==> config.mk <==
export PLATFORM = sky130hd
export DESIGN_NAME = tdc_core_flat
export DESIGN_NICKNAME = d
export VERILOG_FILES = /design/src/rtl/tdc_core_if.sv /design/src/rtl/tdc_core.sv /design/src/flat_wrapper.sv
export SDC_FILE = /design/constraint.sdc
export NUM_CORES = 1
export LEC_CHECK = 0
export ABC_AREA = 0
export BUFFER_PORTS_ARGS = -buffer_cell sky130_fd_sc_hd__buf_2
export CORE_ASPECT_RATIO = 1.25
export CORE_UTILIZATION = 33
export CTS_BUF_LIST = sky130_fd_sc_hd__clkbuf_8 sky130_fd_sc_hd__clkbuf_16
export CTS_CLUSTER_SIZE = 12
export DETAILED_ROUTE_END_ITERATION = 12
export PLACE_DENSITY_LB_ADDON = 0.15
export RECOVER_POWER = 50
export SLEW_MARGIN = 40
export SYNTH_ARGS = -nofsm -noshare
export SYNTH_HDL_FRONTEND = slang
export SYNTH_SLANG_ARGS = --single-unit
export TNS_END_PERCENT = 20
==> constraint.sdc <==
create_clock -name i_clk -period 3 [get_ports i_clk]
set_clock_uncertainty 0.2 [all_clocks]
set_input_delay 0.6 -clock i_clk [delete_from_list [all_inputs] [get_ports i_clk]]
set_output_delay 0.6 -clock i_clk [all_outputs]
set_load 0.005 [all_outputs]
==> src/rtl/tdc_core_if.sv <==
// AXI-Stream record channel for tdc_core.
// tdata/tvalid flow master->slave, tready flows back.
interface tdc_core_if #(
  parameter int DATA_WIDTH = 97
);
  logic [DATA_WIDTH-1:0] tdata;
  logic                  tvalid;
  logic                  tready;

  modport master (
    output tdata,
    output tvalid,
    input  tready
  );

  modport slave (
    input  tdata,
    input  tvalid,
    output tready
  );
endinterface

==> src/rtl/tdc_core.sv <==
// Time-to-digital converter: one record per S0 gate interval.
// Ports: i_clk, i_rst (sync high), i_en, i_s[1:0], m_axis, o_overrun.
module tdc_core #(
  parameter int COUNTER_WIDTH = 32,
  parameter int DATA_WIDTH    = 1 + 3 * COUNTER_WIDTH
) (
  input  logic       i_clk,
  input  logic       i_rst,
  input  logic       i_en,
  input  logic [1:0] i_s,
  tdc_core_if.master m_axis,
  output logic       o_overrun
);
  localparam int W = COUNTER_WIDTH;
  localparam logic [W-1:0] ONE = W'(1);

  typedef enum logic [2:0] {
    IDLE,
    ARM,
    WAIT_A,
    WAIT_B,
    DONE
  } state_t;

  state_t state, state_n;

  logic [W-1:0] cnt0, cnt1;
  logic [W-1:0] t1_q, t2_q;
  logic [DATA_WIDTH-1:0] data_q;
  logic valid_q, ovr_q;

  logic s0, s1;
  logic in_gate;
  logic open_gate;
  logic close_gate;

  function automatic logic [W-1:0] sat_inc(
    input logic [W-1:0] v
  );
    return (v == '1) ? v : v + ONE;
  endfunction

  assign s0 = i_s[0];
  assign s1 = i_s[1];

  assign in_gate = (state == WAIT_A) ||
                   (state == WAIT_B) ||
                   (state == DONE);

  // Any S0 outside IDLE starts a new interval;
  // only one inside an interval closes a record.
  assign open_gate  = i_en && s0 &&
                      (state != IDLE);
  assign close_gate = i_en && s0 && in_gate;

  always_ff @(posedge i_clk) begin
    if (i_rst) begin
      state <= IDLE;
    end else begin
      state <= state_n;
    end
  end

  always_comb begin
    state_n = state;
    if (!i_en) begin
      state_n = IDLE;
    end else begin
      unique case (state)
        IDLE: state_n = ARM;
        ARM,
        WAIT_A,
        WAIT_B,
        DONE: begin
          // S0 wins; a same-cycle S1 is the
          // first S1 of the new interval.
          if (s0) begin
            state_n = s1 ? WAIT_B : WAIT_A;
          end else if (s1) begin
            if (state == WAIT_A)
              state_n = WAIT_B;
            else if (state == WAIT_B)
              state_n = DONE;
          end
        end
        default: state_n = IDLE;
      endcase
    end
  end

  always_ff @(posedge i_clk) begin
    if (i_rst || !i_en) begin
      cnt0 <= '0;
      cnt1 <= '0;
      t1_q <= '0;
      t2_q <= '0;
    end else if (open_gate) begin
      cnt0 <= ONE;
      t1_q <= '0;
      t2_q <= '0;
      cnt1 <= s1 ? ONE : '0;
    end else begin
      if (in_gate)
        cnt0 <= sat_inc(cnt0);
      if (state == WAIT_B)
        cnt1 <= sat_inc(cnt1);
      if (state == WAIT_A && s1) begin
        t1_q <= cnt0;
        cnt1 <= ONE;
      end
      if (state == WAIT_B && s1)
        t2_q <= cnt1;
    end
  end

  always_ff @(posedge i_clk) begin
    if (i_rst) begin
      data_q  <= '0;
      valid_q <= 1'b0;
      ovr_q   <= 1'b0;
    end else begin
      if (!i_en)
        ovr_q <= 1'b0;
      if (close_gate) begin
        if (!valid_q || m_axis.tready) begin
          data_q  <= DATA_WIDTH'({
            (state == DONE), t2_q, t1_q, cnt0
          });
          valid_q <= 1'b1;
        end else begin
          ovr_q <= 1'b1;
        end
      end else if (valid_q && m_axis.tready) begin
        valid_q <= 1'b0;
      end
    end
  end

  assign m_axis.tdata  = data_q;
  assign m_axis.tvalid = valid_q;
  assign o_overrun     = ovr_q;
endmodule
==> src/flat_wrapper.sv <==
// flat-port wrapper written by rule: the top's interface ports become plain ports
module tdc_core_flat 
#(
  parameter int COUNTER_WIDTH = 32,
  parameter int DATA_WIDTH    = 1 + 3 * COUNTER_WIDTH
)
  (i_clk, i_rst, i_en, i_s, o_overrun, m_axis_tdata, m_axis_tvalid, m_axis_tready);
  tdc_core_if #(.DATA_WIDTH(DATA_WIDTH)) m_axis_i ();
  input  logic i_clk;
  input  logic i_rst;
  input  logic i_en;
  input  logic [1:0] i_s;
  output logic o_overrun;
  output wire logic [$bits(m_axis_i.tdata)-1:0] m_axis_tdata;
  output wire logic [$bits(m_axis_i.tvalid)-1:0] m_axis_tvalid;
  input wire logic [$bits(m_axis_i.tready)-1:0] m_axis_tready;
  assign m_axis_tdata = m_axis_i.tdata;
  assign m_axis_tvalid = m_axis_i.tvalid;
  assign m_axis_i.tready = m_axis_tready;
  tdc_core #(.COUNTER_WIDTH(COUNTER_WIDTH), .DATA_WIDTH(DATA_WIDTH)) u_core (.i_clk(i_clk), .i_rst(i_rst), .i_en(i_en), .i_s(i_s), .m_axis(m_axis_i), .o_overrun(o_overrun));
endmodule
Word-level counts from Yosys, hierarchy flattened
Cells that the tools add are included.

word-level totals
  register bits = 230
  output and inout port bits = 99

operators by class
  $add $sub $neg = 2
  eq/ne operators = 11
  multiplexer cells = 20
  bitwise logic cells = 2
  reduce and logical (&&, ||, !) cells = 26

operators with widths
  cell                     number
  $mux W32                 4
  $add A32 B1 Y32 const B  2
  $eq A32 B32 Y1 const B   2
  $mux W3                  4
  $reduce_and A2 Y1        6
  $mux W1                  11
  $eq A3 B2 Y1 const B     2
  $logic_and A1 B1 Y1      6
  $pmux W3 S2              1
  $reduce_bool A3 Y1       2
  $logic_or A1 B1 Y1       4
  $ne A4 B2 Y1 const B     1
  $reduce_bool A2 Y1       2
  $reduce_or A2 Y1         2
  $reduce_or A4 Y1         1
  $eq A3 B1 Y1 const B     1
  $eq A3 B3 Y1 const B     1
  $logic_not A3 Y1         1
  $ne A3 B2 Y1 const B     1
  $ne A3 B3 Y1 const B     1
  $logic_not A1 Y1         2
  $ne A2 B1 Y1 const B     1
  $ne A2 B2 Y1 const B     1
  $not A1 Y1               2

Depth between registers and ports, before layout
  depth in word-level cells = 6
  mapped depth = 9
  mapped depth without buffers = 6

Worst setup path after synthesis
No wires, ideal clock.

  path kind = input to register
  start point = in i_rst
  end point = reg u_core.cnt1[6]
  setup time = 77 ps
  data arrival time = 2,113 ps
  data required time = 2,723 ps
  path slack = 610 ps
  cell stages on the path = 6
  path buffers = 2
  cells stage by stage = clkbuf_1 > nand2b_1 > clkbuf_1 > or3_1 > or4_1 > o22ai_1

between the ends
  word-level cells in the longest chain between the ends = 1

RTL lines
  item                  line                source
  from (decl)           flat_wrapper.sv:10  input logic i_rst;
  $logic_or A1 B1 Y1    tdc_core.sv:92      if (i_rst || !i_en) begin
  to (signal assigned)  tdc_core.sv:101     cnt1 <= s1 ? ONE : '0;
  to (signal assigned)  tdc_core.sv:106     cnt1 <= sat_inc(cnt1);
  to (decl)             tdc_core.sv:27      logic [W-1:0] cnt0, cnt1;

Every way passes these cells.
A chain may end at the register's enable or synchronous reset.

Final worst setup path
  start point = reg u_core.state[2]
  end point = reg u_core.cnt0[5]

between the ends
  word-level cells in the longest chain between the ends = 4
  elaborated cells between the ends (all ways) = 9
  classes of those cells = 3 x eq/ne; 6 x reduce/logical

RTL lines
  item                                line                            source
  from (decl)                         tdc_core.sv:25                  state_t state, state_n;
  from (signal assigned)              tdc_core.sv:60                  state <= state_n;
  $eq A3 B2 Y1 (on tied branches)     tdc_core.sv:46, tdc_core.sv:47
  $logic_or A1 B1 Y1                  tdc_core.sv:46                  assign in_gate = (state == WAIT_A) ||
  $logic_or A1 B1 Y1                  tdc_core.sv:47                  (state == WAIT_B) ||
  $reduce_and A2 Y1 (no source line)  -
  to (signal assigned)                tdc_core.sv:104                 cnt0 <= sat_inc(cnt0);
  to (decl)                           tdc_core.sv:27

Several ways; a longest one is shown, not always the timed one.

==> impl_results.md <==
* Outcome: finished, violations left
* Failing checks: DRC
* Hold_sp: i_s[1]
* Clock transition at the registers of the reported paths at 60 ps
* Crit-path max FO at 12
* Syn Inst Count at 1172
* Gp weighted congestion at 0.808
* Total GRT Usage at roughly 18%
* Vias per cell at 5.15
* Clock power frac at a little under half
* Most used routing layer: met2
* Syn_area_per_cell at between 7 and 8 um2
* DR vias at roughly 8400
* # hold bufs at CTS at 0
* DRC at 3
* Number of synthesized flops with an enable pin at 0
* Setup TNS at 0 ps
* Dpl cell area at just over 10000 um2
* Kind of end point of the critical path: register
* Crit path from: u_core.state[2]
* Part of the cycle the worst path needs at about nine tenths
* Post-CTS sizing at 0
* Final nets at approximately 1300
* DR WL/cell at between 15 and 20 um
* Worst skew pair latency at between 500 and 600 ps
* Crit path DAT at between 2000 and 3000 ps
* Die H at 190 um
* Clock Sinks at 230
* Largest net degree at the start of global routing at 74
* Worst r2r src: u_core.state[2]
* Synth top area share at between 40 and 50%
* Worst r2r path cells at 6
* Setup crit start kind: register
* Max Clk Rate at 371 MHz
* Die area at a little under 30000 um2
* Dpl hpwl at approximately 18 mm
* Hold path depth at 3
* Slew Limit Fails at 0
* CTS tree: done
* Largest cells by area after synthesis: dfxtp_1 49%, nand2_1 15%, a21oi_1 11%
* Final Setup Violations at 0
* GR Overflow Total at 0
* Sequential fraction of the synthesis area at 49.2%
* Met1 Usage GRT at about a fifth
* First-pass GRT wire length at 42.0 mm
* Initial Util at between 30% and 40%
* Finished Cell Area at ~11000 um2
* Post-synthesis cell type count at 77
* Synth Register Bits at between 200 and 250
* CP Data Required Time at 3240 ps
* Num CTS Buffers at 25
* Most frequent cells after synthesis: 366 x nand2_1, 230 x dfxtp_1, 198 x a21oi_1
* Core area at ~28000 um2
* Post-Route Utilization at roughly 40%
* Max Buffers Root-to-Sink at 3
* Met2 Use GR at 33.3%
* P_leak at around 3.5 nW
* IO Count at between 100 and 150
* PortBufs at roughly 100
* FF-to-FF setup slack at around 300 ps
* Sw Pwr at about 1.3 mW
* P&R area growth vs syn at 17.4%
* Fin. Hold Viols at 0
* Top-count cell post-synth: nand2_1
* Vias in the first global route at 8192
* Part of the power in registers at approximately half
* Hold WS at between 150 and 200 ps
* Post-synthesis async set-or-reset flop share at 0%
* Switching part of the total at between 20% and 30%
* ANT cells at 0
* Post-Syn Area at approximately 9400 um2
* Tmin final at roughly 2700 ps
* # Max-Cap Violations at 0
* Peak VDD IR at between 300 and 400 uV
* Power Dens Cells at approximately 560 nW/um2
* H-tree Lvls at 1
* Syn Nets at ~1200
* Setup Buffers After CTS at 0
* Layout cells sized above 1 at between 10% and 20%
* Die Wd at roughly 150 um
* Root buf cell: clkbuf_16
* Crit path kind: reg -> reg
* Int Power at around 4.8 mW
* Antenna violations before repair at 1
* Worst min path class: in -> reg
* RSZ-0062 raised after global routing: false
* WL final at between 20 and 30 mm
* Synth warnings at 0
* Top FF cell, synth: dfxtp_1
* Cell accounting for the most synthesized area: dfxtp_1
* Worst slew pin tran at around 790 ps
* DRT iter0 DRCs at roughly 520
* Slew headroom at approximately 47%
* Final ANT Viol Nets at 0
* Drt pass-1 iters at 11
* Global Route met3 Usage at around 2.1%
* Site row count at 68
* Comb power frac at 2.2%
stage by stage:
step	power (mW)	std cells	setup WS [ps]
floorplan	3.22	1172	610
global placement	3.27	1583	559
detailed placement	3.27	1583	527
CTS	6.25	1625	490
global route	6.38	1625	154
finish	6.14	1625	304
layout make-up:
| class | count | area, um2 |
|---|---|---|
| Clock buffer | 31 | 708 |
| Multi-Input combinational cell | 854 | 4370 |
| Clock inverter | 11 | 73.8 |
| Timing Repair Buffer | 140 | 768 |
| Fill cell | 2964 | 16700 |
| Inverter | 9 | 33.8 |
| Tap cell | 350 | 438 |
| Sequential cell | 230 | 4600 |
flip-flops by register name (all words and copies together), names as in the netlist:
name and flops:
u_core.t1_q 32, u_core.state 3, u_core.cnt0 32, u_core.o_overrun 1, u_core.m_axis.tvalid 1, u_core.cnt1 32, u_core.t2_q 32, u_core.m_axis.tdata 97
critical path, stage by stage, from the launching register on:
cell	delay, ps
dfxtp_1	570
or3b_1	480
nand2_1	310
o31ai_4	180
buf_4	200
or4_2	600
o21ai_1	90
cells in the final DEF (no fill, tap or decap), drive strengths merged, types with 4 or more instances in the layout:
cell type | Yosys | final
clkbuf | 59 | 73
or4 | 10 | 10
nand2b | 4 | 4
o31ai | 7 | 7
or3 | 31 | 31
a211oi | 5 | 5
nor3 | 10 | 10
o21ai | 34 | 34
nand3 | 28 | 28
inv | 9 | 16
a31oi | 5 | 5
buf | 20 | 98
nor2 | 30 | 30
nand2 | 367 | 367
and4 | 8 | 8
o211ai | 5 | 5
dfxtp | 230 | 230
nand4 | 27 | 27
and3 | 9 | 9
nor4 | 12 | 12
o21a | 4 | 4
a21oi | 207 | 207
cell families (layout without fill, tap and decap cells):
| logic type | after synthesis | count (layout) | synth area share [%] |
|---|---|---|---|
| simple gates | 548 | 548 | 26.8 |
| compound gates | 296 | 296 | 18.7 |
| flops | 230 | 230 | 49.2 |
| buf+inv | 88 | 191 | 4.29 |
| xor+xnor | 6 | 6 | 0.561 |
| fa+ha+maj | 2 | 2 | 0.267 |
| mux | 2 | 2 | 0.214 |
routing by layer:
metal / wire (um) / vias up
li1: - / 4253
met1: 11200 / 3926
met2: 13100 / 149
met3: 867 / 44
met4: 468 / 2
met5: 13 / -
worst paths after layout:
check	to
max reg2reg	u_core.cnt0[5]
min reg2reg	u_core.m_axis.tdata[38]
max	u_core.cnt0[5]
min	u_core.state[0]
power groups by stage:
stage / clock network (mW) / registers [mW] / logic (mW)
floorplan: 0 / 3.13 / 0.0911
finish: 2.95 / 3.06 / 0.134
CTS: 3.05 / 3.06 / 0.137
global route: 3.17 / 3.06 / 0.147
detailed placement: 0 / 3.13 / 0.136
global placement: 0 / 3.13 / 0.136
Note: power is estimated with default switching activity, not from simulation.
